===== src/rtl/tensor_reader.sv =====
// Read-side sequencer for a 2-D parameter store: sweeps seli/selj and streams each element
// over valid/ready with row-end and matrix-end markers. Define TENSOR_READER_COLMAJOR_EN for column-major order.
`timescale 1ns/1ps
module tensor_reader #(
    parameter int ROWS  = 2,
    parameter int COLS  = 4,
    parameter int ROW_W = (ROWS > 1) ? $clog2(ROWS) : 1,
    parameter int COL_W = (COLS > 1) ? $clog2(COLS) : 1
) (
    input  logic             clk,
    input  logic             rst_n,
    input  logic             start,
    input  logic             abort,
    input  logic [15:0]      param_in,
    output logic [ROW_W-1:0] seli,
    output logic [COL_W-1:0] selj,
    output logic [15:0]      m_data,
    output logic             m_valid,
    input  logic             m_ready,
    output logic             m_row_last,
    output logic             m_last,
    output logic             busy,
    output logic             done
);

    typedef enum logic [1:0] {
        ST_IDLE  = 2'd0,
        ST_RUN   = 2'd1,
        ST_DRAIN = 2'd2
    } state_t;

    localparam logic [ROW_W-1:0] ROW_MAX  = ROW_W'(ROWS - 1);
    localparam logic [COL_W-1:0] COL_MAX  = COL_W'(COLS - 1);
    localparam logic [ROW_W-1:0] ROW_ZERO = {ROW_W{1'b0}};
    localparam logic [COL_W-1:0] COL_ZERO = {COL_W{1'b0}};

    state_t           r_state;
    logic [ROW_W-1:0] r_i;
    logic [COL_W-1:0] r_j;
    logic [15:0]      r_data;
    logic             r_valid;
    logic             r_row_last;
    logic             r_last;
    logic             r_busy;
    logic             r_done;

    logic [ROW_W-1:0] w_i_next;
    logic [COL_W-1:0] w_j_next;
    logic             w_row_last;
    logic             w_last;
    logic             w_load;

    assign w_load = !r_valid || m_ready;
    assign w_last = (r_i == ROW_MAX) && (r_j == COL_MAX);

    // Next select position and line-end flag for the element currently addressed
    always_comb begin
        w_i_next   = r_i;
        w_j_next   = r_j;
        w_row_last = 1'b0;
`ifdef TENSOR_READER_COLMAJOR_EN
        w_row_last = (r_i == ROW_MAX);
        if (r_i == ROW_MAX) begin
            w_i_next = ROW_ZERO;
            if (r_j == COL_MAX) begin
                w_j_next = COL_ZERO;
            end else begin
                w_j_next = r_j + COL_W'(1);
            end
        end else begin
            w_i_next = r_i + ROW_W'(1);
        end
`else
        w_row_last = (r_j == COL_MAX);
        if (r_j == COL_MAX) begin
            w_j_next = COL_ZERO;
            if (r_i == ROW_MAX) begin
                w_i_next = ROW_ZERO;
            end else begin
                w_i_next = r_i + ROW_W'(1);
            end
        end else begin
            w_j_next = r_j + COL_W'(1);
        end
`endif
    end

    // Sweep FSM with registered stream, select and status outputs
    always_ff @(posedge clk or negedge rst_n) begin
        if (!rst_n) begin
            r_state    <= ST_IDLE;
            r_i        <= ROW_ZERO;
            r_j        <= COL_ZERO;
            r_data     <= 16'h0000;
            r_valid    <= 1'b0;
            r_row_last <= 1'b0;
            r_last     <= 1'b0;
            r_busy     <= 1'b0;
            r_done     <= 1'b0;
        end else if (abort) begin
            r_state    <= ST_IDLE;
            r_i        <= ROW_ZERO;
            r_j        <= COL_ZERO;
            r_valid    <= 1'b0;
            r_row_last <= 1'b0;
            r_last     <= 1'b0;
            r_busy     <= 1'b0;
            r_done     <= 1'b0;
        end else begin
            r_done <= 1'b0;
            case (r_state)
                ST_IDLE: begin
                    r_i <= ROW_ZERO;
                    r_j <= COL_ZERO;
                    // a start coinciding with the done pulse must be re-issued
                    if (start && !r_done) begin
                        r_state <= ST_RUN;
                        r_busy  <= 1'b1;
                    end
                end
                ST_RUN: begin
                    if (w_load) begin
                        r_data     <= param_in;
                        r_valid    <= 1'b1;
                        r_row_last <= w_row_last;
                        r_last     <= w_last;
                        r_i        <= w_i_next;
                        r_j        <= w_j_next;
                        if (w_last) begin
                            r_state <= ST_DRAIN;
                        end
                    end
                end
                ST_DRAIN: begin
                    if (r_valid && m_ready) begin
                        r_valid    <= 1'b0;
                        r_row_last <= 1'b0;
                        r_last     <= 1'b0;
                        r_done     <= 1'b1;
                        r_busy     <= 1'b0;
                        r_state    <= ST_IDLE;
                    end
                end
                default: begin
                    r_state    <= ST_IDLE;
                    r_i        <= ROW_ZERO;
                    r_j        <= COL_ZERO;
                    r_valid    <= 1'b0;
                    r_row_last <= 1'b0;
                    r_last     <= 1'b0;
                    r_busy     <= 1'b0;
                end
            endcase
        end
    end

    assign seli       = r_i;
    assign selj       = r_j;
    assign m_data     = r_data;
    assign m_valid    = r_valid;
    assign m_row_last = r_row_last;
    assign m_last     = r_last;
    assign busy       = r_busy;
    assign done       = r_done;

endmodule


===== config.mk =====
export PLATFORM = sky130hd
export DESIGN_NAME = tensor_reader
export DESIGN_NICKNAME = d
export VERILOG_FILES = /design/src/rtl/tensor_reader.sv
export SDC_FILE = /design/constraint.sdc
export NUM_CORES = 1
export LEC_CHECK = 0
export CAP_MARGIN = 10
export CORE_ASPECT_RATIO = 1.25
export CORE_MARGIN = 1.5
export CORE_UTILIZATION = 39
export DETAILED_ROUTE_END_ITERATION = 6
export HOLD_SLACK_MARGIN = 0.02
export PLACE_DENSITY_LB_ADDON = 0.2
export SYNTH_ARGS = -nofsm -noshare
export SYNTH_HDL_FRONTEND = slang
export SYNTH_SLANG_ARGS = --single-unit

===== constraint.sdc =====
create_clock -name clk -period 1.24 [get_ports clk]
set_input_delay 0.372 -clock clk [delete_from_list [all_inputs] [get_ports clk]]
set_output_delay 0.372 -clock clk [all_outputs]
set_load 0.03 [all_outputs]

; ---- Word-level counts from Yosys, hierarchy flattened
; Cells that the tools add are included.
[word_totals]
output_inout_bits = 24
wordCells = 67
input_bits = 21
reg_bits = 26
[classes]
n_bitwise = 1
n_eq_ne = 11
n_addsub = 2
n_reduce_logical = 13
n_mux = 31
[op_table]
columns = op, n
row1 = 2-to-1 mux 1 bit, 16
row2 = 2-to-1 mux 2 bit, 8
row3 = != test 3 bit (second input constant), 5
row4 = one-hot mux 1 bit (3 select lines), 4
row5 = AND reduction 3 bit, 4
row6 = != test 2 bit (second input constant), 3
row7 = one-hot mux 2 bit (3 select lines), 1
row8 = equality test 2 bit (second input constant), 2
row9 = one-hot mux 2 bit (2 select lines), 1
row10 = AND reduction 4 bit, 1
row11 = logical AND 1 bit, 3
row12 = adder 2 x 1 -> 2 bit (second input constant), 1
row13 = equality test 2 x 1 -> 1 bit (second input constant), 1
row14 = zero test 1 bit, 2
row15 = zero test 2 bit, 1
row16 = one-hot mux 1 bit (2 select lines), 1
row17 = AND reduction 2 bit, 1
row18 = adder 1 bit (second input constant), 1
row19 = logical OR 1 bit, 1
row20 = NOT 1 bit, 1

; ---- Longest topological paths before layout
[logic_depth]
depth_word = 6
mapped_depth = 5
ltp_nobuf = 4

; ---- Worst setup path after synthesis
; OpenSTA, ideal clock, no wires.
[synth_path]
path_type = reg-to-reg
startpoint = register r_valid, in the netlist m_valid
endpoint = register r_data[0], in the netlist m_data[0]
stages_incl_launch_ff = 5
setup_slack_ns = -0.205
arrival_ns = 1.320
required_time_ns = 1.115
period_less_slack_ns = 1.445
setup_ns = 0.125
n_path_buf = 1
path_cell_list = dfrtp_1 -> nand2b_2 -> nand2_4 -> buf_6 -> mux2_4
[synth_between]
elab_chain_len = 3
[synth_lines]
columns = item, line
row1 = start: declaration, 41  ; logic r_valid;
row2 = start signal: assignment, 95  ; r_valid <= 1'b0;
row3 = start signal: assignment, 104  ; r_valid <= 1'b0;
row4 = start signal: assignment, 124  ; r_valid <= 1'b1;
row5 = zero test 1 bit, 53  ; assign w_load = !r_valid || m_ready;
row6 = logical OR 1 bit, 53
row7 = AND reduction 3 bit (no source line), -
row8 = end signal: assignment, 123  ; r_data <= param_in;
row9 = end: declaration, 40  ; logic [15:0] r_data;
; No other way between the ends.
; A chain may end at the register's enable or synchronous reset.

; ---- Worst setup path after layout
[layout_path]
startpoint = register r_state[1]
endpoint = register r_data[14], in the netlist m_data[14]
[layout_between]
elab_chain_len = 2
[layout_lines]
columns = item, line
row1 = start: declaration, 37  ; state_t r_state;
row2 = start signal: assignment, 91  ; r_state <= ST_IDLE;
row3 = start signal: assignment, 101  ; r_state <= ST_IDLE;
row4 = start signal: assignment, 117  ; r_state <= ST_RUN;
row5 = equality test 2 x 1 -> 1 bit, 111  ; case (r_state)
row6 = AND reduction 3 bit (no source line), -
; No other way between the ends.

==> run metrics <==
outcome finished, violations left; failing checks negative setup slack; Worst R2R Path Depth 4; antenna viol nets, final 0; CP Buf/Inv Count 1; starting density of the core 0.4057; DIE HEIGHT 64.60 µm; M1 GR Usage 0.2234; post-synthesis sequential area ratio 0.5497; vias per cell 4.974; Post-Synthesis Cells 92; row cnt 22; Max Cap Violations 0; r2r endpoint m_data[14]$_DFFE_PN0P_; final setup vio count 34; R2R Path Start r_state[1]$_DFFE_PN0P_; area delta synth->final 66.49%; H-tree depth 1; CTS Sinks 26; PwrDens 1425 nW/µm²; GRT Resource Usage Total 0.1804; critical path, cell by cell nor3b_4 > buf_6 > nand2_8 > mux2_4; setup ws final -85.00 ps; total number of vias 975; WP data required 1450 ps; clk slew on worst S/H paths 130 ps; Crit path largest cell delay 440 ps; cell taking the most area after synthesis dfrtp_1; placed inst area 1674 µm²; final std cells w/o fill 196; post-DP HPWL 1832 µm; # hold bufs at CTS 0; Routed WL per cell 14.15 µm; Synth cell types 27; met3 Track Usage GR 0.02765; Tcrit/Tclk final 1.069; Die W 52.28 µm; Final Cell Area 1971 µm²; area of the die 3377 µm²; CP Max Fanout 5; IO Pins 45; post-synth top area share 0.5497; Final Skew 6.784 ps; Post-Syn Nets 114; initial antenna violation count 0; nets 183; root buffer cell clkbuf_4; vias in the first global route 1002; leakage 0.9045 nW; Slew Viols, Final 0; TritonRoute pass-1 iters 4; syn avg cell area 12.87 µm²; IO buf count 44; final worst path period need 1325 ps; final wirelength 2773 µm; Slew @ Worst Pin 217.2 ps; worst hold path class in -> async; WS Path Type reg -> reg; synth top area cells dfrtp_1 (55%), mux2_4 (11%), mux2_2 (6.7%), buf_6 (1.9%), inv_1 (1.9%); clock latency on the worst-skew pair 310 ps; R2R Setup Slk -80 ps; Worst Setup End Kind register; core area 2918 µm²; GR Overflow Total 0; Fmax 754.7 MHz; element type at the critical path start register; Fin. Hold Viols 0; # DRC 0; slew margin rel. 0.8548; Ant. Diodes 0; share of cells above drive strength 1 0.4875; placed cells 179; family with the most delay on the worst path flip-flops; register bit total from synthesis 26; peak supply drop 1.081 mV; GRT busiest layer met2; Num CTS Buffers 3; first-pass GRT wire length 4560 µm; CP max-delay cell dfrtp_1; GP Congestion 0.8774; largest net degree at the start of global routing 27; unrepaired setup endpoints after global routing true; Clock Tree Buf Depth 2; met2 Use GR 0.3165; CTS tree done; crit path DAT 1530 ps; yosys warns 0; Mapped Area 1184 µm²; initial DRC count 24
## metal layers
metal / vias to the layer above / part of all wire
li1: 462 / -
met1: 466 / 0.42
met2: 41 / 0.50
met3: 6 / 0.059
met4: 0 / 0.015
met5: - / 0
## stage by stage
step	util	TNS [ps]	hold WS, ps	power, mW	worst slack [ps]
finish	0.6754	-1349	397.0	2.808	-85.00
global route	0.6754	-3074	389.3	2.940	-121.1
CTS	0.6660	-1607	389.5	2.805	-85.56
detailed placement	0.5738	-11510	498.2	2.175	-537.9
global placement	0.5738	-11090	490.4	2.160	-517.6
floorplan	-	-1258	76.41	1.750	-139.8
## cells by family after synthesis
logic type,after synthesis,share of synthesized area
AND/OR/NAND/NOR,23,0.1184
AO/OA/AOI/OAI,15,0.08245
buffers and inverters,9,0.04122
flip-flops,26,0.5497
multiplexers,18,0.1977
adder cells (fa/ha/maj),1,0.01057
## final cells by class
| type | instances | area (µm²) |
|---|---|---|
| Tap cell | 36 | 45.04 |
| Multi-Input combinational cell | 59 | 555.5 |
| Clock buffer | 4 | 36.28 |
| Sequential cell | 26 | 654.4 |
| Timing Repair Buffer | 65 | 656.9 |
| Inverter | 6 | 22.52 |
| Fill cell | 222 | 947.2 |
## worst max path at each step
stage | from | end | cells past startpoint
floorplan | abort | m_data[0]$_DFFE_PN0P_ | 5
global placement | abort | m_data[0]$_DFFE_PN0P_ | 4
detailed placement | abort | m_data[14]$_DFFE_PN0P_ | 4
CTS | r_state[1]$_DFFE_PN0P_ | m_data[14]$_DFFE_PN0P_ | 4
global route | r_state[1]$_DFFE_PN0P_ | m_data[14]$_DFFE_PN0P_ | 4
finish | r_state[1]$_DFFE_PN0P_ | m_data[14]$_DFFE_PN0P_ | 4
## cell usage in the layout, fill, tap and decap left out, drive strengths merged, types with 2 or more instances in the layout
cell            n
mux2           16
nand3           2
dfrtp          26
o211ai          3
nor2            5
nand2           8
o21ai           3
a21oi           3
clkdlybuf4s50  18
clkbuf          4
mux2i           2
inv             6
dlygate4sd2     2
nor3            3
buf            45
a211oi          2
o32ai           2
## synth_stat cells
library cell,instances
o22ai_1,1
and3b_1,1
nand4_1,1
a31oi_1,1
or4b_1,1
nand2_1,5
mux2i_1,2
nand2_4,1
nor2b_1,1
nor3_1,3
nand3_1,2
o32ai_1,2
o21ai_0,3
inv_1,6
nor3b_4,1
a21oi_1,3
dfrtp_1,26
mux2_2,7
nand3b_1,1
o211ai_1,3
nand2b_2,1
nor2_1,5
a211oi_1,2
mux2_4,9
clkbuf_1,1
buf_6,2
ha_1,1
## power by group
part	leakage, nW	switching [mW]	internal [mW]	total (mW)
combinational	0.563	0.585	0.663	1.25
sequential	0.320	0.131	1.02	1.15
clock	0.0210	0.231	0.179	0.410
## flip-flops by register name (all words and copies together) (netlist names)
signal / count
m_row_last: 1
seli: 1
m_valid: 1
m_last: 1
selj: 2
busy: 1
r_state: 2
done: 1
m_data: 16
## what timing repair did
item | 4_1_cts | 5_1_grt
endpoints found under the setup margin | 46 | 48
gates resized for setup | 37 | 5
cloned | 2 | 0
pin swaps | 6 | 7
buffers inserted | 11 | 1
(Power assumes the default switching activity.)
